===== src/rtl/piano_seq_ctrl_pkg.sv =====
// ============================================================================
// piano_seq_ctrl_pkg : shared types, song-entry field layout and helpers
// Rev 1.0
// ============================================================================
`default_nettype none

package piano_seq_ctrl_pkg;

  localparam logic [2:0] NOTE_C4 = 3'd0;
  localparam logic [2:0] NOTE_D4 = 3'd1;
  localparam logic [2:0] NOTE_E4 = 3'd2;
  localparam logic [2:0] NOTE_F4 = 3'd3;
  localparam logic [2:0] NOTE_G4 = 3'd4;
  localparam logic [2:0] NOTE_A4 = 3'd5;
  localparam logic [2:0] NOTE_B4 = 3'd6;
  localparam logic [2:0] NOTE_C5 = 3'd7;

  localparam int NOTE_MSB = 7;
  localparam int NOTE_LSB = 5;
  localparam int REST_BIT = 4;
  localparam int DUR_MSB  = 3;
  localparam int DUR_LSB  = 0;

  typedef enum logic [1:0] {
    ST_IDLE = 2'd0,
    ST_NOTE = 2'd1,
    ST_GAP  = 2'd2
  } state_e;

  // A zero duration field stands for a full 16-tick note.
  function automatic logic [4:0] entry_ticks(input logic [7:0] entry);
    logic [3:0] dur;
    dur = entry[DUR_MSB:DUR_LSB];
    return (dur == 4'd0) ? 5'd16 : {1'b0, dur};
  endfunction

  function automatic logic [7:0] entry_note_en(input logic [7:0] entry);
    return entry[REST_BIT] ? 8'h00 : (8'h01 << entry[NOTE_MSB:NOTE_LSB]);
  endfunction

  function automatic logic [7:0] lowest_onehot(input logic [7:0] v);
    return v & (~v + 8'd1);
  endfunction

endpackage

`default_nettype wire


===== src/rtl/piano_song_rom.sv =====
// ============================================================================
// piano_song_rom : fixed 16-entry song table, {note[2:0], rest, dur[3:0]}
// Rev 1.0
// ============================================================================
`default_nettype none

module piano_song_rom
  import piano_seq_ctrl_pkg::*;
(
  input  logic [3:0] addr_i,
  output logic [7:0] entry_o
);

  always_comb begin
    entry_o = 8'h00;
    case (addr_i)
      4'd0:  entry_o = {NOTE_C4, 1'b0, 4'd2};
      4'd1:  entry_o = {NOTE_E4, 1'b0, 4'd1};
      4'd2:  entry_o = {NOTE_C4, 1'b1, 4'd1};
      4'd3:  entry_o = {NOTE_C5, 1'b0, 4'd1};
      4'd4:  entry_o = {NOTE_D4, 1'b0, 4'd2};
      4'd5:  entry_o = {NOTE_F4, 1'b0, 4'd2};
      4'd6:  entry_o = {NOTE_G4, 1'b0, 4'd4};
      4'd7:  entry_o = {NOTE_A4, 1'b0, 4'd4};
      4'd8:  entry_o = {NOTE_B4, 1'b0, 4'd2};
      4'd9:  entry_o = {NOTE_C5, 1'b0, 4'd0};
      4'd10: entry_o = {NOTE_C4, 1'b1, 4'd2};
      4'd11: entry_o = {NOTE_G4, 1'b0, 4'd4};
      4'd12: entry_o = {NOTE_E4, 1'b0, 4'd2};
      4'd13: entry_o = {NOTE_D4, 1'b0, 4'd2};
      4'd14: entry_o = {NOTE_C4, 1'b0, 4'd8};
      4'd15: entry_o = {NOTE_C4, 1'b1, 4'd4};
      default: entry_o = 8'h00;
    endcase
  end

endmodule

`default_nettype wire


===== src/rtl/piano_seq_ctrl.sv =====
// ============================================================================
// piano_seq_ctrl : drives the piano note enable from debounced keys or autoplay
// Rev 1.0
// ============================================================================
`default_nettype none

module piano_seq_ctrl
  import piano_seq_ctrl_pkg::*;
#(
  parameter int unsigned TICK_DIV   = 250000,
  parameter int unsigned GAP_TICKS  = 1,
  parameter int unsigned DEB_CYCLES = 20000,
  parameter int unsigned SONG_LEN   = 16
) (
  input  logic       clock_i,
  input  logic       reset_i,
  input  logic [7:0] keys_i,
  input  logic       play_i,
  input  logic       stop_i,
  output logic [7:0] note_en_o,
  output logic       busy_o,
  output logic [3:0] step_o,
  output logic       done_o
);

  localparam int unsigned TICK_W = (TICK_DIV > 1) ? $clog2(TICK_DIV) : 1;
  localparam int unsigned DEB_W  = (DEB_CYCLES > 1) ? $clog2(DEB_CYCLES) : 1;
  localparam int unsigned TCNT_W = 8;

  localparam logic [TICK_W-1:0] TICK_LAST = TICK_W'(TICK_DIV - 1);
  localparam logic [DEB_W-1:0]  DEB_LAST  = DEB_W'(DEB_CYCLES - 1);
  localparam logic [TCNT_W-1:0] GAP_LAST  = TCNT_W'(GAP_TICKS - 1);
  localparam logic [3:0]        STEP_LAST = 4'(SONG_LEN - 1);
  localparam logic              HAS_GAP   = (GAP_TICKS > 0);

  logic [7:0] sync1_q, sync2_q;
  logic [7:0] key_acc;

  state_e            state_q, state_d;
  logic [3:0]        step_q, step_d;
  logic              done_q, done_d;
  logic [7:0]        key_note_q, key_note_d;
  logic [TICK_W-1:0] tick_q, tick_d;
  logic [TCNT_W-1:0] tcnt_q, tcnt_d;
  logic [TCNT_W-1:0] dur_last;
  logic [7:0]        rom_entry;
  logic              tick;
  logic              restart;

  always_ff @(posedge clock_i) begin
    if (reset_i) begin
      sync1_q <= 8'h00;
      sync2_q <= 8'h00;
    end else begin
      sync1_q <= keys_i;
      sync2_q <= sync1_q;
    end
  end

  for (genvar k = 0; k < 8; k++) begin : g_deb
    logic             acc_q;
    logic [DEB_W-1:0] cnt_q;

    // Counter only advances while the synchronised level disagrees with the accepted one.
    always_ff @(posedge clock_i) begin
      if (reset_i) begin
        acc_q <= 1'b0;
        cnt_q <= '0;
      end else if (sync2_q[k] == acc_q) begin
        cnt_q <= '0;
      end else if (cnt_q == DEB_LAST) begin
        acc_q <= sync2_q[k];
        cnt_q <= '0;
      end else begin
        cnt_q <= cnt_q + 1'b1;
      end
    end

    assign key_acc[k] = acc_q;
  end

  piano_song_rom u_rom (
    .addr_i  (step_q),
    .entry_o (rom_entry)
  );

  assign tick     = (tick_q == TICK_LAST);
  assign dur_last = TCNT_W'(entry_ticks(rom_entry)) - TCNT_W'(1);

  always_comb begin
    state_d = state_q;
    step_d  = step_q;
    done_d  = 1'b0;
    restart = 1'b0;
    case (state_q)
      ST_IDLE: begin
        if (play_i && !stop_i) begin
          state_d = ST_NOTE;
          step_d  = 4'd0;
          restart = 1'b1;
        end
      end
      ST_NOTE, ST_GAP: begin
        if (stop_i) begin
          state_d = ST_IDLE;
          step_d  = 4'd0;
          restart = 1'b1;
        end else if (state_q == ST_NOTE && tick && tcnt_q == dur_last && HAS_GAP) begin
          state_d = ST_GAP;
          restart = 1'b1;
        end else if (tick && ((state_q == ST_NOTE && tcnt_q == dur_last) ||
                              (state_q == ST_GAP  && tcnt_q == GAP_LAST))) begin
          restart = 1'b1;
          if (step_q == STEP_LAST) begin
            state_d = ST_IDLE;
            step_d  = 4'd0;
            done_d  = 1'b1;
          end else begin
            state_d = ST_NOTE;
            step_d  = step_q + 4'd1;
          end
        end
      end
      default: begin
        state_d = ST_IDLE;
        step_d  = 4'd0;
        restart = 1'b1;
      end
    endcase
  end

  always_comb begin
    tick_d = tick_q + 1'b1;
    tcnt_d = tcnt_q;
    if (restart) begin
      tick_d = '0;
      tcnt_d = '0;
    end else if (tick) begin
      tick_d = '0;
      tcnt_d = tcnt_q + 1'b1;
    end
  end

  // Cleared while busy so the first idle cycle after a song is silent.
  assign key_note_d = (state_q == ST_IDLE) ? lowest_onehot(key_acc) : 8'h00;

  always_ff @(posedge clock_i) begin
    if (reset_i) begin
      state_q    <= ST_IDLE;
      step_q     <= 4'd0;
      done_q     <= 1'b0;
      key_note_q <= 8'h00;
      tick_q     <= '0;
      tcnt_q     <= '0;
    end else begin
      state_q    <= state_d;
      step_q     <= step_d;
      done_q     <= done_d;
      key_note_q <= key_note_d;
      tick_q     <= tick_d;
      tcnt_q     <= tcnt_d;
    end
  end

  always_comb begin
    note_en_o = 8'h00;
    case (state_q)
      ST_IDLE: note_en_o = key_note_q;
      ST_NOTE: note_en_o = entry_note_en(rom_entry);
      default: note_en_o = 8'h00;
    endcase
  end

  assign busy_o = (state_q != ST_IDLE);
  assign step_o = step_q;
  assign done_o = done_q;

endmodule

`default_nettype wire

===== config.mk =====
export PLATFORM = sky130hd
export DESIGN_NAME = piano_seq_ctrl
export DESIGN_NICKNAME = d
export VERILOG_FILES = /design/src/rtl/piano_seq_ctrl_pkg.sv /design/src/rtl/piano_song_rom.sv /design/src/rtl/piano_seq_ctrl.sv
export SDC_FILE = /design/constraint.sdc
export NUM_CORES = 1
export LEC_CHECK = 0
export ABC_AREA = 1
export CORE_MARGIN = 2
export CORE_UTILIZATION = 33
export DETAILED_ROUTE_END_ITERATION = 16
export GPL_TIMING_DRIVEN = 0
export SYNTH_ARGS = -nofsm -noshare
export SYNTH_HDL_FRONTEND = slang
export SYNTH_SLANG_ARGS = --single-unit
export TNS_END_PERCENT = 5

===== constraint.sdc =====
create_clock -name clock_i -period 2.5 [get_ports clock_i]
set_clock_uncertainty 0.1 [all_clocks]
set_input_delay 0.5 -clock clock_i [delete_from_list [all_inputs] [get_ports clock_i]]
set_output_delay 0.5 -clock clock_i [all_outputs]
set_load 0.05 [all_outputs]

Yosys cells after proc, flatten, opt, wreduce, memory -nomap -nowiden:

Memories as Yosys holds them, arrays and structs flattened. A register that Yosys moved wholly into a read port is not among the register bits.
Cells that the tools add are included.

* flip-flop bits (word level): 185
* bits in latches: 0
* RAM bits: 0
* bits in read-only memories: 128
* input port bits: 12
* word-level logic and storage cells: 135
* memories: 1

* add/subtract/negate cells: 13
* $mul: 0
* div/mod/pow operators: 0
* $lt $le $gt $ge: 0
* eq/ne operators: 25
* shift operators: 1
* mux-type cells: 23
* bitwise operators: 13
* reductions and logical operators: 35

Memory list
* (no name shown): words 16, width 8, rd ports 1, clocked after memory_dff 1, wr ports 0, line piano_song_rom.sv:16 `case (addr_i)`

Operators with widths (number)
* $add 15x1->15 const B: 8
* $eq 15x15->1 const B: 8
* $mux 4: 7
* $reduce_or 3->1: 9
* $add 18x1->18 const B: 1
* $eq 18x18->1 const B: 1
* $reduce_and 2->1: 9
* $add 8x1->8 const B: 2
* $pmux 8 s2: 1
* $not 1->1: 11
* $and 8x8->8: 1
* $eq 1x1->1: 8
* $eq 8x8->1: 1
* $logic_not 8->1: 1
* $mux 2: 4
* $mux 8: 1
* $not 8->8: 1
* $pmux 4 s2: 1
* $shl 1x3->8 const A: 1
* $logic_and 1x1->1: 6
* $mux 1: 6
* $ne 3x3->1 const B: 2
* $reduce_or 2->1: 3
* $sub 5x1->6 const B: 1
* other kinds (16): 16

Longest topological paths before layout:

Gate-level depths: netlist of run 1.

* depth after elaboration: 13
* gate-level depth with buffers: 20
* depth with buffers taken out: 20

Cells and area by module:

Synthesis of run 1 repeated with hierarchy kept, for this count alone.

* cells, all modules: 1155
* area, all modules: 8617.0 µm²

By module, submodules not included
* piano_seq_ctrl: instances 1, cells each 1123, area each 8469.4 µm²
* piano_song_rom: instances 1, cells each 32, area each 147.6 µm²

Least setup slack after synthesis of run 1:

Ideal clock, no wire load.

* path type: register -> output
* start point: reg state_q[1]
* end point: out note_en_o[0]
* arrival time: 1779 ps
* required time: 1900 ps
* slack: 121 ps
* stages on the path, launching flop included: 5
* path buffers: 0
* cell sequence: dfxtp_1 inv_1 ha_1 nand3b_1 o21ai_0

* longest elaborated chain between the ends: 2

Ends and longest elaborated chain
* start, declared: line piano_seq_ctrl.sv:39 `state_e state_q, state_d;`
* start signal, assigned: line piano_seq_ctrl.sv:156 `state_q <= state_d;`
* $eq 2x1->1 or $logic_not 2->1 (tied branches): line piano_seq_ctrl.sv:167 `case (state_q)`
* $pmux 8 s2 (*): line piano_seq_ctrl.sv:167
* end, declared: line piano_seq_ctrl.sv:20 `output logic [7:0] note_en_o,`

Every way passes the cells marked *; elsewhere a longest branch is shown, timed or not.

Worst setup path in the final report of run 1:

* start point: reg state_q[1]
* end point: out note_en_o[5]

The elaborated chain is that of the path after synthesis.

==> impl_metrics.json, run 1 <==
{
  "layout_commonest_cell": "dfxtp_1",
  "ys_ff_latch": 193,
  "seq_area_frac_synth": 0.447,
  "layout.cells.non_filler": 1531,
  "drc": 0,
  "synth-main-ff-cell": "dfxtp_1",
  "path_cells": "inv_1 -> ha_1 -> nand3_1 -> o21ai_0 -> buf_4",
  "detailedRoute.firstPassIterationCount": 6,
  "p_seq_frac": 0.440,
  "portBuffers": 24,
  "cts_sinks": 193,
  "combPwrFrac": 0.211,
  "worstSetupPathType": "reg2out",
  "ys_types": 49,
  "synth_cells": 1143,
  "start_util": 0.334,
  "setup_violations": 0,
  "p_leak_nw": 3.50,
  "cts_buffer_depth": 2,
  "period_minus_slack_ns": 2.47,
  "htree_levels": 4,
  "io_pins": 26,
  "tightest_slew_ns": 0.529,
  "rr_endpoint": "u_rom.entry_o[1]",
  "highest_layer": "met4",
  "routedWlPerCell_um": 10.7,
  "final_layout_size_suffix_gt1_frac": 0.0936,
  "p_sw_w": 0.00241,
  "cp.required_ns": 1.90,
  "p_int_w": 0.00509,
  "power_per_cell_area_nw_per_um2": 758,
  "num_rows": 59,
  "layout_common_cells": "dfxtp_1, nand2_1, inv_1, nor2_1, nor3_1",
  "dieArea_um2": 27500,
  "pwr-share-clk": 0.349,
  "grt_overflow": 0,
  "clk_pin_slew_worst_paths_ns": 0.07,
  "async_reset_ff_frac": 0,
  "grt_pass1_wl_um": 29300,
  "min_path_type": "reg2reg",
  "cp_slowest_stage_delay_ns": 0.34,
  "relSlewSlack": 0.647,
  "ctsHoldBuffers": 0,
  "vdd_drop_max_v": 0.000641,
  "crit_fanout": 4,
  "setup_ws_ns": 0.0343,
  "drt_wl_total_um": 16400,
  "antenna_found_initial": 0,
  "cp-end-kind": "output port",
  "wl_met2_um": 7220,
  "fp.coreArea_um2": 25900,
  "tns_ns": 0,
  "maxSlewViolCount": 0,
  "routabilityCongestion": 0.823,
  "post-dp-hpwl_um": 12300,
  "cp-endpoint": "note_en_o[5]",
  "cts_buffers": 17,
  "rsz0062_at_grt": "yes",
  "cts_tree": "done",
  "grt_use_total": 0.125,
  "finalHoldViolCount": 0,
  "die_w_um": 166,
  "synth-edff-count": 0,
  "timing.rr.start": "u_rom.entry_o[0]",
  "swShare": 0.321,
  "cts-root-buf": "clkbuf_16",
  "status": "completed",
  "startpoint": "state_q[1]",
  "grt_pass1_vias": 6483,
  "grt_max_degree": 18,
  "holdPathStages": 2,
  "drt_first_iter_violations": 461,
  "netlist_area_um2": 8640,
  "vias": 7003,
  "met1Wirelength_um": 8530,
  "syn_to_final_growth_pct": 14.4,
  "met3_length_um": 437,
  "post-place-ws_ns": -0.265,
  "min_period_over_period": 0.986,
  "syn_area_per_cell_um2": 7.56,
  "dp.cells": 1502,
  "antenna_cells": 0,
  "max-cap-violations": 0,
  "yosysWarnings": 0,
  "max_freq_ghz": 0.406,
  "die_y_um": 166,
  "nets": 1214,
  "syn-num-nets": 1172,
  "critPathSlowestCell": "o21ai_0",
  "via_per_inst": 4.57,
  "reg2regPathDepth": 16,
  "arrival_ns": 1.87,
  "drt.antenna.violating_nets": 0,
  "clkLatencyLatePin_ns": 0.43,
  "rrSetupSlack_ns": 0.17,
  "startpoint_type": "flip-flop"
}
[worst max-delay path: cells and delay by family (launching register included)]
kind | cells | cell delay (ns)
AND/OR/NAND/NOR | 1 | 0.17
buffers and inverters | 2 | 0.37
AO/OA/AOI/OAI | 1 | 0.34
flip-flops | 1 | 0.33
adder cells (fa/ha/maj) | 1 | 0.23
[worst min-delay path by stage]
stage / startpoint / end / slack, ns
after global routing: sync1_q[6] / sync2_q[6] / 0.33
after global placement: sync1_q[3] / sync2_q[3] / 0.30
after detailed placement: sync1_q[6] / sync2_q[6] / 0.30
after floorplan: sync1_q[0] / sync2_q[0] / 0.29
after CTS: sync1_q[6] / sync2_q[6] / 0.31
final: sync1_q[5] / sync2_q[5] / 0.30
[routing by layer]
layer	up-vias	track usage
met5	-	0
met4	0	0.0427
met3	20	0.0257
met2	77	0.199
met1	3124	0.169
li1	3782	-
[synth_stat cells (3+ instances only)]
| cell | number | area (um2) |
|---|---|---|
| and3_1 | 4 | 25.0 |
| nor2_1 | 163 | 612 |
| nor2_4 | 5 | 56.3 |
| nand2_1 | 179 | 672 |
| o21ai_0 | 27 | 135 |
| a21oi_1 | 59 | 295 |
| a211oi_1 | 3 | 22.5 |
| nand2_2 | 5 | 31.3 |
| inv_1 | 165 | 619 |
| o21ai_1 | 5 | 25.0 |
| ha_1 | 17 | 213 |
| inv_2 | 7 | 26.3 |
| nor2_2 | 14 | 87.6 |
| nor4_1 | 17 | 106 |
| nand3_2 | 5 | 50.1 |
| o21a_1 | 10 | 75.1 |
| nand3_1 | 61 | 305 |
| dfxtp_1 | 193 | 3860 |
| clkbuf_1 | 11 | 41.3 |
| nor3_2 | 7 | 70.1 |
| nor3b_1 | 31 | 233 |
| nor3_1 | 66 | 330 |
| nand3b_1 | 3 | 22.5 |
| o21bai_1 | 6 | 45.0 |
| nand4_1 | 19 | 119 |
| or2_2 | 3 | 18.8 |
| xor2_1 | 27 | 236 |
[power by group through the flow]
stage	Clock (W)	Sequential [W]	Combinational, W
after floorplan	0	0.00345	0.00111
after global placement	0	0.00337	0.00157
after detailed placement	0	0.00337	0.00159
after CTS	0.00271	0.00330	0.00158
after global routing	0.00285	0.00331	0.00176
final	0.00262	0.00330	0.00158
[registers in the layout, summed over array words and instances (netlist names)]
register / cells
u_rom.entry_o: 8
tcnt_q: 8
sync2_q: 8
key_note_q: 8
g_deb.acc_q: 8
sync1_q: 8
tick_q: 18
done_o: 1
g_deb.cnt_q: 120
step_o: 4
state_q: 2
[per-stage QoR]
stage               area, um2   util  hold WS (ns)  total power [W]
finish                   9890  0.382         0.305          0.00750
global placement         9300  0.359         0.296          0.00494
CTS                      9830  0.379         0.310          0.00758
detailed placement       9300  0.359         0.300          0.00495
global route             9890  0.382         0.326          0.00793
floorplan                8640      -         0.288          0.00456
[logic make-up after synthesis]
family	count (synthesis)	share of synthesized area
compound gates	123	0.0822
xor+xnor	29	0.0294
fa+ha+maj	17	0.0246
buf+inv	188	0.0837
flops	193	0.447
simple gates	593	0.333
[layout make-up]
class	instances	area [um2]
plain buffers	14	73.8
clock inverters	12	124
fillers	2696	16000
clock buffers	18	429
flip-flops and latches	193	3870
repair buffers	24	215
inverters	173	649
multi-input cells	762	4110
well taps	335	419
[timing repair]
action / CTS / global route
endpoints found under the setup margin: 9 / 42
resized for setup: 57 / 23
buffers inserted: 0 / 0
pin swaps: 0 / 3
No activity file was read; power rests on OpenSTA's default activity.
==> inputs of run 2 (changes only) <==
Settings changed: CELL_PAD_IN_SITES_DETAIL_PLACEMENT set to 1, CELL_PAD_IN_SITES_GLOBAL_PLACEMENT set to 1, CTS_CLUSTER_DIAMETER set to 60, PLACE_DENSITY_LB_ADDON set to 0.1.
==> run 2 against run 1 <==
  * Largest power group unchanged
  * Critical path type unchanged
  * Sequential power about the same
  * Worst hold slack better by 0.0017 ns
  * First-iteration DRC count down 57%
  * Wire length up 19%
  * Global-route usage up 2.2 points
  * Highest routed layer unchanged
==> impl_metrics.json, run 2 (synthesis gave the netlist of run 1 again) <==
{
  "routabilityCongestion": 0.742,
  "layout_commonest_cell": "dfxtp_1",
  "final_layout_size_suffix_gt1_frac": 0.109,
  "drt.antenna.violating_nets": 0,
  "largest_reg_flops": 120,
  "reg.largest.list": "g_deb.cnt_q: 120 flops, tick_q: 18 flops",
  "combPwrFrac": 0.221,
  "syn_to_final_growth_pct": 15.7,
  "antenna_cells": 0,
  "clkLatencyLatePin_ns": 0.44,
  "layout_common_cells": "dfxtp_1, nand2_1, inv_1, nor2_1, nor3_1",
  "cts_buffer_depth": 2,
  "rsz0062_at_grt": "yes",
  "setup_violations": 0,
  "max_freq_ghz": 0.409,
  "placed_area_um2": 9300,
  "detailedRoute.firstPassIterationCount": 4,
  "antenna_found_initial": 0,
  "finalHoldViolCount": 0,
  "arrival_ns": 1.84,
  "tightest_slew_ns": 0.596,
  "design_area_um2": 10000,
  "max-cap-violations": 0,
  "cts_buffers": 17,
  "crit_fanout": 4,
  "p_sw_w": 0.00264,
  "grt_overflow": 0,
  "cp.required_ns": 1.90,
  "path_buf_inv": 2,
  "portBuffers": 24,
  "min_period_over_period": 0.977,
  "p_seq_frac": 0.429,
  "period_minus_slack_ns": 2.44,
  "cp_top_family": "buffers and inverters",
  "die_y_um": 166,
  "grt_pass1_wl_um": 33600,
  "num_rows": 59,
  "cts_sinks": 193,
  "post-dp-hpwl_um": 14600,
  "p_int_w": 0.00507,
  "timing.rr.start": "u_rom.entry_o[0]",
  "highest_layer": "met4",
  "relSlewSlack": 0.601,
  "grt_pass1_vias": 7143,
  "htree_levels": 4,
  "min_path_type": "reg2reg",
  "vdd_drop_max_v": 0.000533,
  "cp-end-kind": "output port",
  "drt_first_iter_violations": 200,
  "start_util": 0.334,
  "cts_tree": "done",
  "grt_max_degree": 20,
  "maxSlewViolCount": 0,
  "routedWlPerCell_um": 12.7,
  "multi_input_area_um2": 4180,
  "pwr-share-clk": 0.350,
  "io_pins": 26,
  "met3_length_um": 474,
  "nets": 1216,
  "clk_pin_slew_worst_paths_ns": 0.08,
  "wl_met2_um": 8720,
  "min_from": "sync1_q[1]",
  "dieArea_um2": 27500,
  "swShare": 0.343,
  "layout.cells.non_filler": 1535,
  "fin_util": 0.386,
  "grt_use_total": 0.147,
  "fill_cells": 3198,
  "cp_slowest_stage_delay_ns": 0.33,
  "status": "completed",
  "critPathSlowestCell": "dfxtp_1",
  "via_per_inst": 4.68,
  "drc": 0,
  "drt_wl_total_um": 19500,
  "vias": 7184,
  "die_w_um": 166,
  "worstSetupPathType": "reg2out",
  "startpoint_type": "flip-flop",
  "path_cells": "inv_1 -> ha_1 -> nand3b_1 -> o21ai_1 -> buf_4",
  "rrSetupSlack_ns": 0.07,
  "startpoint": "state_q[1]",
  "dp.cells": 1502,
  "p_leak_nw": 3.55,
  "power_per_cell_area_nw_per_um2": 770,
  "cts-root-buf": "clkbuf_16",
  "total_power_w": 0.00771,
  "regArea_um2": 3870,
  "largest-register": "g_deb.cnt_q",
  "fp.coreArea_um2": 25900,
  "met1Wirelength_um": 10100
}
## run 2: worst paths after layout
| path | to | cells after the start |
|---|---|---|
| min | sync2_q[1] | 2 |
| min reg2reg | sync2_q[1] | 2 |
| max | note_en_o[0] | 5 |
| max reg2reg | u_rom.entry_o[6] | 19 |
## run 2: area by class of cell
| type | count | share of cell area |
|---|---|---|
| timing repair buffer | 26 | 0.0236 |
| clock buffer | 17 | 0.0425 |
| multi-input combinational | 762 | 0.418 |
| sequential | 193 | 0.387 |
| inverter | 173 | 0.0649 |
| tap | 335 | 0.0419 |
| clock inverter | 15 | 0.0148 |
| buffer | 14 | 0.00788 |
## run 2: through the flow
| step | worst slack, ns | hold WS [ns] | TNS, ns |
|---|---|---|---|
| floorplan | 0.121 | 0.288 | 0 |
| global placement | -0.268 | 0.293 | -2.15 |
| detailed placement | -0.281 | 0.299 | -2.39 |
| CTS | -0.0144 | 0.310 | -0.0268 |
| global route | -0.150 | 0.322 | -1.33 |
| finish | 0.0575 | 0.306 | 0 |
## run 2: repair_timing
| item | in CTS | in global routing |
|---|---|---|
| hold buffers | 0 | 0 |
| gates resized for setup | 73 | 26 |
| buffers inserted | 1 | 1 |
| setup endpoints to repair | 35 | 37 |
| pin swaps | 1 | 4 |
## run 2: power groups by stage
stage | sequential (W) | combinational [W] | clock (W)
final | 0.00330 | 0.00170 | 0.00270
after global placement | 0.00337 | 0.00162 | 0
after floorplan | 0.00345 | 0.00111 | 0
after global routing | 0.00333 | 0.00190 | 0.00297
after CTS | 0.00331 | 0.00167 | 0.00283
after detailed placement | 0.00338 | 0.00164 | 0
## run 2: layer usage
layer | track usage | up-vias
met5 | 0 | -
met2 | 0.237 | 44
met1 | 0.198 | 3342
met3 | 0.0327 | 16
met4 | 0.0454 | 0
li1 | - | 3782
## run 2: tightest hold or removal path: stages, from the launching register on
cell	delay, ns
dfxtp_1	0.30
inv_1	0.04
nor2_1	0.03
==> inputs of run 3 (changes only) <==
Settings changed: MAX_ROUTING_LAYER set to met4.
==> run 3 against run 2 <==
  * Core utilization did not move
  * Non-clock buffer count did not move
  * Combinational power barely moved
  * Clock power barely moved
  * Sequential cell count did not move
  * Register-to-register slack barely moved
  * Sequential power barely moved
  * Die area did not move
  * Critical endpoint unchanged
  * Largest cell class unchanged
==> impl_metrics.json, run 3 (synthesis gave the netlist of run 1 again) <==
{
  "status": "completed",
  "relSlewSlack": 0.601,
  "drt_wl_total_um": 19600,
  "cts_buffers": 17,
  "crit_fanout": 4,
  "rsz0062_at_grt": "yes",
  "tns_ns": 0,
  "post-dp-hpwl_um": 14600,
  "cp.required_ns": 1.90,
  "max-cap-violations": 0,
  "min_path_type": "reg2reg",
  "fp.coreArea_um2": 25900,
  "swShare": 0.344,
  "cts_buffer_depth": 2,
  "power_per_cell_area_nw_per_um2": 772,
  "via_per_inst": 4.68,
  "layout_commonest_cell": "dfxtp_1",
  "htree_levels": 4,
  "die_y_um": 166,
  "setup_ws_ns": 0.0548,
  "arrival_ns": 1.85,
  "p_seq_frac": 0.428,
  "p_sw_w": 0.00265,
  "vias": 7190,
  "routedWlPerCell_um": 12.7,
  "cts_tree": "done",
  "dieArea_um2": 27500,
  "routabilityCongestion": 0.752,
  "portBuffers": 24,
  "reg2regPathDepth": 18,
  "detailedRoute.firstPassIterationCount": 4,
  "min_period_over_period": 0.978,
  "reg.largest.list": "g_deb.cnt_q: 120 flops, tick_q: 18 flops",
  "cp-end-kind": "output port",
  "syn_to_final_growth_pct": 15.7,
  "grt_max_degree": 20,
  "grt_overflow": 0,
  "nets": 1216,
  "drt_first_iter_violations": 206,
  "grt_use_total": 0.152,
  "io_pins": 26,
  "num_rows": 59,
  "drt.antenna.violating_nets": 0,
  "ctsHoldBuffers": 0,
  "antenna_cells": 0,
  "clkLatencyLatePin_ns": 0.45,
  "maxSlewViolCount": 0,
  "fill_cells": 3198,
  "largest_reg_flops": 120,
  "worstSetupPathType": "reg2out",
  "grt_pass1_wl_um": 33700,
  "startpoint_type": "flip-flop",
  "finalHoldViolCount": 0,
  "vdd_drop_max_v": 0.000537,
  "antenna_found_initial": 0,
  "holdPathStages": 2,
  "post-place-ws_ns": -0.281,
  "cts_sinks": 193,
  "clk_pin_slew_worst_paths_ns": 0.08,
  "final_layout_size_suffix_gt1_frac": 0.109,
  "period_minus_slack_ns": 2.45,
  "largest-register": "g_deb.cnt_q",
  "tightest_slew_ns": 0.596,
  "layout_common_cells": "dfxtp_1, nand2_1, inv_1, nor2_1, nor3_1",
  "start_util": 0.334,
  "combPwrFrac": 0.221,
  "max_freq_ghz": 0.409,
  "die_w_um": 166,
  "p_int_w": 0.00507,
  "grt_pass1_vias": 7141,
  "pwr-share-clk": 0.351,
  "cts-root-buf": "clkbuf_16",
  "p_leak_nw": 3.55,
  "setup_violations": 0,
  "drc": 0
}
==> run 3: final timing paths <==
check	slack, ns	endpoint	from
max	0.05	note_en_o[0]	state_q[1]
min	0.31	sync2_q[1]	sync1_q[1]
max reg2reg	0.07	u_rom.entry_o[6]	u_rom.entry_o[0]
min reg2reg	0.31	sync2_q[1]	sync1_q[1]
==> run 3: power groups by stage <==
stage	clock network [W]	logic (W)	registers [W]
4_1_cts	0.00283	0.00167	0.00331
6_report	0.00271	0.00171	0.00330
2_1_floorplan	0	0.00111	0.00345
5_1_grt	0.00297	0.00190	0.00333
3_5_place_dp	0	0.00164	0.00338
3_3_place_gp	0	0.00162	0.00337
==> run 3: per-layer routing <==
metal,vias up,track usage,wire length (um)
met2,46,0.236,8760
li1,3780,-,-
met1,3351,0.198,10100
met4,0,0.0374,158
met3,13,0.0384,523
met5,-,-,0
==> run 3: worst max-delay path, cell delays in order, from the launching register on <==
cell and delay [ns]:
dfxtp_1 0.33, inv_1 0.11, ha_1 0.24, nand3b_1 0.23
o21ai_1 0.25, buf_4 0.25
==> run 3: final cells by class <==
cell class | count | area [um2] | area share
inverters | 173 | 649 | 0.0649
multi-input cells | 762 | 4180 | 0.418
flip-flops and latches | 193 | 3870 | 0.387
repair buffers | 26 | 236 | 0.0236
clock buffers | 17 | 425 | 0.0425
clock inverters | 15 | 148 | 0.0148
plain buffers | 14 | 78.8 | 0.00788
well taps | 335 | 419 | 0.0419
==> run 3: per-stage QoR <==
stage	instance area [um2]	power (W)	instances	utilization	hold WS, ns
2_1_floorplan	8640	0.00456	1143	-	0.288
3_3_place_gp	9300	0.00499	1502	0.359	0.293
3_5_place_dp	9300	0.00501	1502	0.359	0.299
4_1_cts	9890	0.00781	1534	0.382	0.310
5_1_grt	10000	0.00820	1535	0.386	0.322
6_report	10000	0.00772	1535	0.386	0.306
==> run 3: repair_timing <==
item | in CTS | in global routing
cloned | 0 | 0
pin swaps | 1 | 4
buffers inserted | 1 | 1
setup endpoints to repair | 35 | 37
resized for setup | 73 | 26
==> variant 1 (settings of run 3) <==
`key_note_q` no longer has a reset.
--- a/src/rtl/piano_seq_ctrl.sv
+++ b/src/rtl/piano_seq_ctrl.sv
@@ -150,5 +150,4 @@
       step_q     <= 4'd0;
       done_q     <= 1'b0;
-      key_note_q <= 8'h00;
       tick_q     <= '0;
       tcnt_q     <= '0;
@@ -157,8 +156,11 @@
       step_q     <= step_d;
       done_q     <= done_d;
-      key_note_q <= key_note_d;
       tick_q     <= tick_d;
       tcnt_q     <= tcnt_d;
     end
+  end
+
+  always_ff @(posedge clock_i) begin
+    key_note_q <= key_note_d;
   end
 
Behaviour: same outputs for any inputs over 10 cycles, from zero or initial values and one cycle with reset_i high; that may be too few to reach the edited logic, so the function may still have changed.
==> variant 1 against run 3 <==
Die area shrank 1.3%; register-to-register slack improved by 0.08 ns; design area down 1.8%; worst setup slack improved by 0.0088 ns; area after synthesis shrank 1.3%; sequential power is essentially flat; routed wire length fell by 1.2%; via count increased by 1.2%; sequential cell count did not move; power decreased by 1.6%; critical path type unchanged; largest cell class unchanged; largest power group unchanged.
==> variant 1: results (changes against run 3) <==
[final_layout] Seq area share 39.4% [+0.71 points]
[status] result of the run finished, final reports clean
[final_layout] clock buffer count 18 [+1]
[power_and_ir_drop] Reg power frac 43.5% [+0.7 points]
[placement] Port-buffer cells 25 [+4.2%]
[route] total via count in the routed design 7278 [+1.2%]
[final_layout] net count of the finished layout 1228 [+0.99%]
[timing] Worst Max-Slew Pin Slew 0.790 ns [+0.194 ns]
[worst_setup_path] Worst Path Arrival 1.84 ns
[worst_setup_path] slack of the worst reg-to-reg path 0.15 ns [+0.08 ns]
[placement] placed cell count 1510 [+0.53%]
[route] number of violations reported at the end of detailed-routing iteration 0 198 [-3.9%]
[grt] initial antenna violation count 1 [+1]
[timing] post-route worst hold slack 0.309 ns [+0.00225 ns]
[placement] placed instance area 0.00919 mm² [-1.2%]
[placement] dpl ws -0.432 ns [-0.151 ns]
[placement] global placement routability congestion 0.735 [-2.3%]
[power_and_ir_drop] total power consumption of the routed design 7.60 mW [-1.6%]
[grt] Global Route met3 Usage 2.29% [-1.6 points]
[synth] synth cell count leaders 193 x sky130_fd_sc_hd__dfxtp_1, 178 x sky130_fd_sc_hd__nand2_1, 174 x sky130_fd_sc_hd__inv_1, 171 x sky130_fd_sc_hd__nor2_1, 72 x sky130_fd_sc_hd__a21oi_1
[synth] largest cells by area after synthesis sky130_fd_sc_hd__dfxtp_1 45%, sky130_fd_sc_hd__nand2_1 7.8%, sky130_fd_sc_hd__inv_1 7.7%
[final_layout] area occupied by multi-input gates 0.00401 mm² [-4.1%]
[final_layout] fill cell count 3136 [-1.9%]
[power_and_ir_drop] Clock Power Share 35.6% [+0.5 points]
[route] wire length the detailed router placed on met1 10100 µm [+0.19%]
[synth] distinct cell type count of the synthesized netlist 42 [-14%]
[final_layout] number of antenna cells inserted 0 [unchanged]
[route] wirelength, routed 19300 µm [-1.2%]
[route] Routed wire per std cell 12.6 µm [-1.5%]
[grt] largest net degree at the start of global routing 17 [-15%]
[grt] Total Routing Usage GR 15.8% [+0.58 points]
[placement] post-detailed-placement half-perimeter wirelength 14600 µm [+0.26%]
[final_layout] fraction of layout instances using a drive strength above 1 8.35% [-2.6 points]
[grt] first-pass GRT wire length 34000 µm [+0.92%]
[power_and_ir_drop] Static Leak 3.45 nW [-2.7%]
[power_and_ir_drop] switch share 32.1% [-2.3 points]
[power_and_ir_drop] IR Drop Worst-Case VDD 0.653 mV [+22%]
[timing] final setup slack of the worst path 0.0637 ns [+0.00881 ns]
[grt] GR Layer Usage met2 24.9% [+1.2 points]
[grt] met1 demand-to-capacity share in global routing 21.1% [+1.3 points]
[route] Detail Route met3 WL 339 µm [-35%]
[final_layout] nonclk buf count 36 [-10%]
[final_layout] signal buffers share of area 2.87% [-0.29 points]
[final_layout] Clock Network Area Fraction 5.76% [+0.027 points]
[final_layout] layout overhead on the synthesized area 15.2%
[final_layout] #MultiIn Comb 767 [+0.66%]
[final_layout] layout inverter count without the clock tree 184 [+6.4%]
[synth] average instance area after synthesis 7.38 µm² [-2.4%]
[route] met2 WL post-DR 8610 µm [-1.6%]
-- variant 1: cell types whose count changed after synthesis, sizes merged, moves of 6 or more --
cell    delta
nand4      +6
inv       +10
o21bai     -6
nor3      -12
o21ai     +22
a21oi     +12
nor3b     -10
-- variant 1: path summary, 6_finish.rpt --
path,end,cells after the start,start
setup / recovery,note_en_o[7],5,state_q[1]
hold / removal,sync2_q[6],2,sync1_q[6]
setup reg to reg,u_rom.entry_o[6],17,u_rom.entry_o[0]
hold reg to reg,sync2_q[6],2,sync1_q[6]
-- variant 1: cells by family after synthesis --
logic type	synth area share, %
adder cells (fa/ha/maj)	2.49
flip-flops	45.3
XOR/XNOR	2.88
buffers and inverters	8.61
AND/OR/NAND/NOR	31.9
AO/OA/AOI/OAI	8.80
-- variant 1: timing repair --
item	CTS	global route
hold buffers	0	0
setup buffers	1	0
gates resized for setup	56	36
pin swaps	1	1
endpoints found under the setup margin	21	59
==> variant 2 (config.mk and constraints of run 3) <==
Without the edit above. `TICK_DIV`: 250000 -> 125000.
--- a/src/rtl/piano_seq_ctrl.sv
+++ b/src/rtl/piano_seq_ctrl.sv
@@ -8,5 +8,5 @@
   import piano_seq_ctrl_pkg::*;
 #(
-  parameter int unsigned TICK_DIV   = 250000,
+  parameter int unsigned TICK_DIV   = 125000,
   parameter int unsigned GAP_TICKS  = 1,
   parameter int unsigned DEB_CYCLES = 20000,
Formal check against the unedited RTL: same outputs for any inputs over 10 cycles, from zero or initial values and one cycle with reset_i high; that may be too few to reach the edited logic, so the function may still have changed.
==> variant 2 against run 3 <==
Die area shrank 2.6%; sequential cell count fell by 1; design area fell by 2.1%; fmax is 0.94% higher; core utilization grew 0.38 points; global-route usage grew 0.37 points; worst setup slack better by 0.023 ns; register-to-register slack improved by 0.11 ns; area after synthesis is 2.6% lower; routed wire length down 1.7%; power decreased by 2.2%; non-clock buffer count down 5; count of clock-buffer cells in the layout is 2 higher; hold slack got worse by 0.0033 ns.
==> variant 2: results (changes against run 3) <==
[route] TritonRoute pass-1 iters 4 [unchanged]
[worst_setup_path] depth of the worst register-to-register path 16 [-2]
[placement] Port-buffer cells 24 [unchanged]
[worst_setup_path] R2R Path End u_rom.entry_o[7]
[final_layout] number of antenna cells inserted 0 [unchanged]
[cts] CTS clk-pin slew, worst paths 0.07 ns
[grt] Total Routing Usage GR 15.6% [+0.37 points]
[synth] distinct cell type count of the synthesized netlist 41 [-16%]
[synth] fraction of the yosys area taken by sequential cells 45.7% [+0.98 points]
[final_layout] largest registers ranked by flip-flop count g_deb.cnt_q x120, tick_q x17
[worst_setup_path] slack of the worst reg-to-reg path 0.18 ns [+0.11 ns]
[worst_hold_path] number of instances on the worst hold path 2 [unchanged]
[placement] post-detailed-placement half-perimeter wirelength 14400 µm [-1.6%]
[worst_setup_path] Worst Path Arrival 1.82 ns [-0.03 ns]
[cts] H-Tree Level Count 4 [unchanged]
[placement] placed cell count 1498 [-0.27%]
[worst_hold_path] Hold Path End sync2_q[2]
[worst_hold_path] startpoint of the lowest-slack hold path sync1_q[2]
[synth] largest cells by area after synthesis sky130_fd_sc_hd__dfxtp_1 46%, sky130_fd_sc_hd__nand2_1 8.7%, sky130_fd_sc_hd__nor2_1 7.7%
[worst_setup_path] critical path peak fanout 4 [unchanged]
[status] result of the run finished, final reports clean
[grt] number of global-route vias before repair 7238 [+1.4%]
[route] Routed wire per std cell 12.6 µm [-1.4%]
[final_layout] fill cell count 3175 [-0.72%]
[final_layout] fraction of layout instances using a drive strength above 1 8.67% [-2.2 points]
[synth] proportion of synthesized flip-flops having asynchronous set or reset 0% [unchanged]
[grt] initial antenna violation count 0 [unchanged]
[synth] syn nets 1173 [+0.085%]
[synth] synth cell count leaders 195 x sky130_fd_sc_hd__nand2_1, 192 x sky130_fd_sc_hd__dfxtp_1, 173 x sky130_fd_sc_hd__nor2_1, 170 x sky130_fd_sc_hd__inv_1, 70 x sky130_fd_sc_hd__a21oi_1
[synth] top_reg_cell synth sky130_fd_sc_hd__dfxtp_1
[power_and_ir_drop] IR Drop Worst-Case VDD 0.459 mV [-15%]
[route] number of violations reported at the end of detailed-routing iteration 0 237 [+15%]
[cts] Root Driver sky130_fd_sc_hd__clkbuf_16
[cts] number of clock buffers inserted by TritonCTS 17 [unchanged]
[placement] global placement routability congestion 0.733 [-2.5%]
[route] per-cell via count in the routed design 4.67 [-0.31%]
[timing] Max-slew headroom 53.5% [-6.6 points]
[timing] achievable frequency 413 MHz [+0.94%]
[route] wirelength, routed 19200 µm [-1.7%]
[worst_setup_path] R2R Path Start u_rom.entry_o[0]
[power_and_ir_drop] Static Leak 3.51 nW [-1.0%]
[timing] post-route worst hold slack 0.303 ns [-0.00330 ns]
[grt] first-pass GRT wire length 33200 µm [-1.5%]
[synth] Synthesis Warnings 0 [unchanged]
[placement] dpl ws -0.242 ns [+0.0393 ns]
[cts] worst skew pair latency 0.43 ns [-0.02 ns]
[grt] largest net degree at the start of global routing 17 [-15%]
[cts] Clock Tree Buf Depth 2 [unchanged]
[synth] synthesized instance count 1144 [+0.087%]
[worst_setup_path] Setup crit start state_q[1]
variant 2: cells by family after synthesis:
kind of cell	synth area share, %
xor+xnor	2.50
flops	45.7
simple gates	31.3
fa+ha+maj	2.53
buf+inv	8.70
compound gates	9.28
variant 2: repair_timing:
action                     CTS  global route
hold buffers                 0             0
setup endpoints to repair   14            47
resized for setup           62            31
setup buffers                0             2
pin swaps                    0             2
variant 2: area by class of cell:
type                            instances  area [µm²]  share of cell area, %
Timing Repair Buffer                   26         236                   2.42
Sequential cell                       192        3840                   39.3
Clock inverter                         11         180                   1.84
Tap cell                              330         413                   4.22
Inverter                              181         679                   6.94
Multi-Input combinational cell        761        3940                   40.3
Buffer                                  9        48.8                  0.499
Clock buffer                           19         443                   4.53
variant 2: critical path: stages, from the launching register on:
cell and delay (ns):
sky130_fd_sc_hd__dfxtp_1 0.33, sky130_fd_sc_hd__inv_1 0.10, sky130_fd_sc_hd__ha_1 0.23, sky130_fd_sc_hd__nand3b_1 0.23, sky130_fd_sc_hd__o21ai_2 0.24, sky130_fd_sc_hd__clkbuf_4 0.27
variant 2: power breakdown:
group	switching (mW)	leakage, nW	total (mW)	internal (mW)
Clock	1.23	0.299	2.94	1.71
Sequential	0.0883	1.55	3.26	3.17
Combinational	0.929	1.66	1.36	0.431
Total	2.24	3.51	7.55	5.31
variant 2: per-layer routing:
layer	vias to the layer above	routed length (µm)	global-route usage [%]
met5	-	0	-
met4	0	233	3.87
met3	15	448	3.38
met2	46	8710	25.2
met1	3304	9830	19.8
li1	3775	-	-
variant 2: per-stage QoR:
stage | instance area, µm² | utilization (%)
floorplan | 8420 | -
CTS | 9670 | 38.5
finish | 9790 | 39.0
detailed placement | 9070 | 36.1
global placement | 9070 | 36.1
global route | 9790 | 39.0
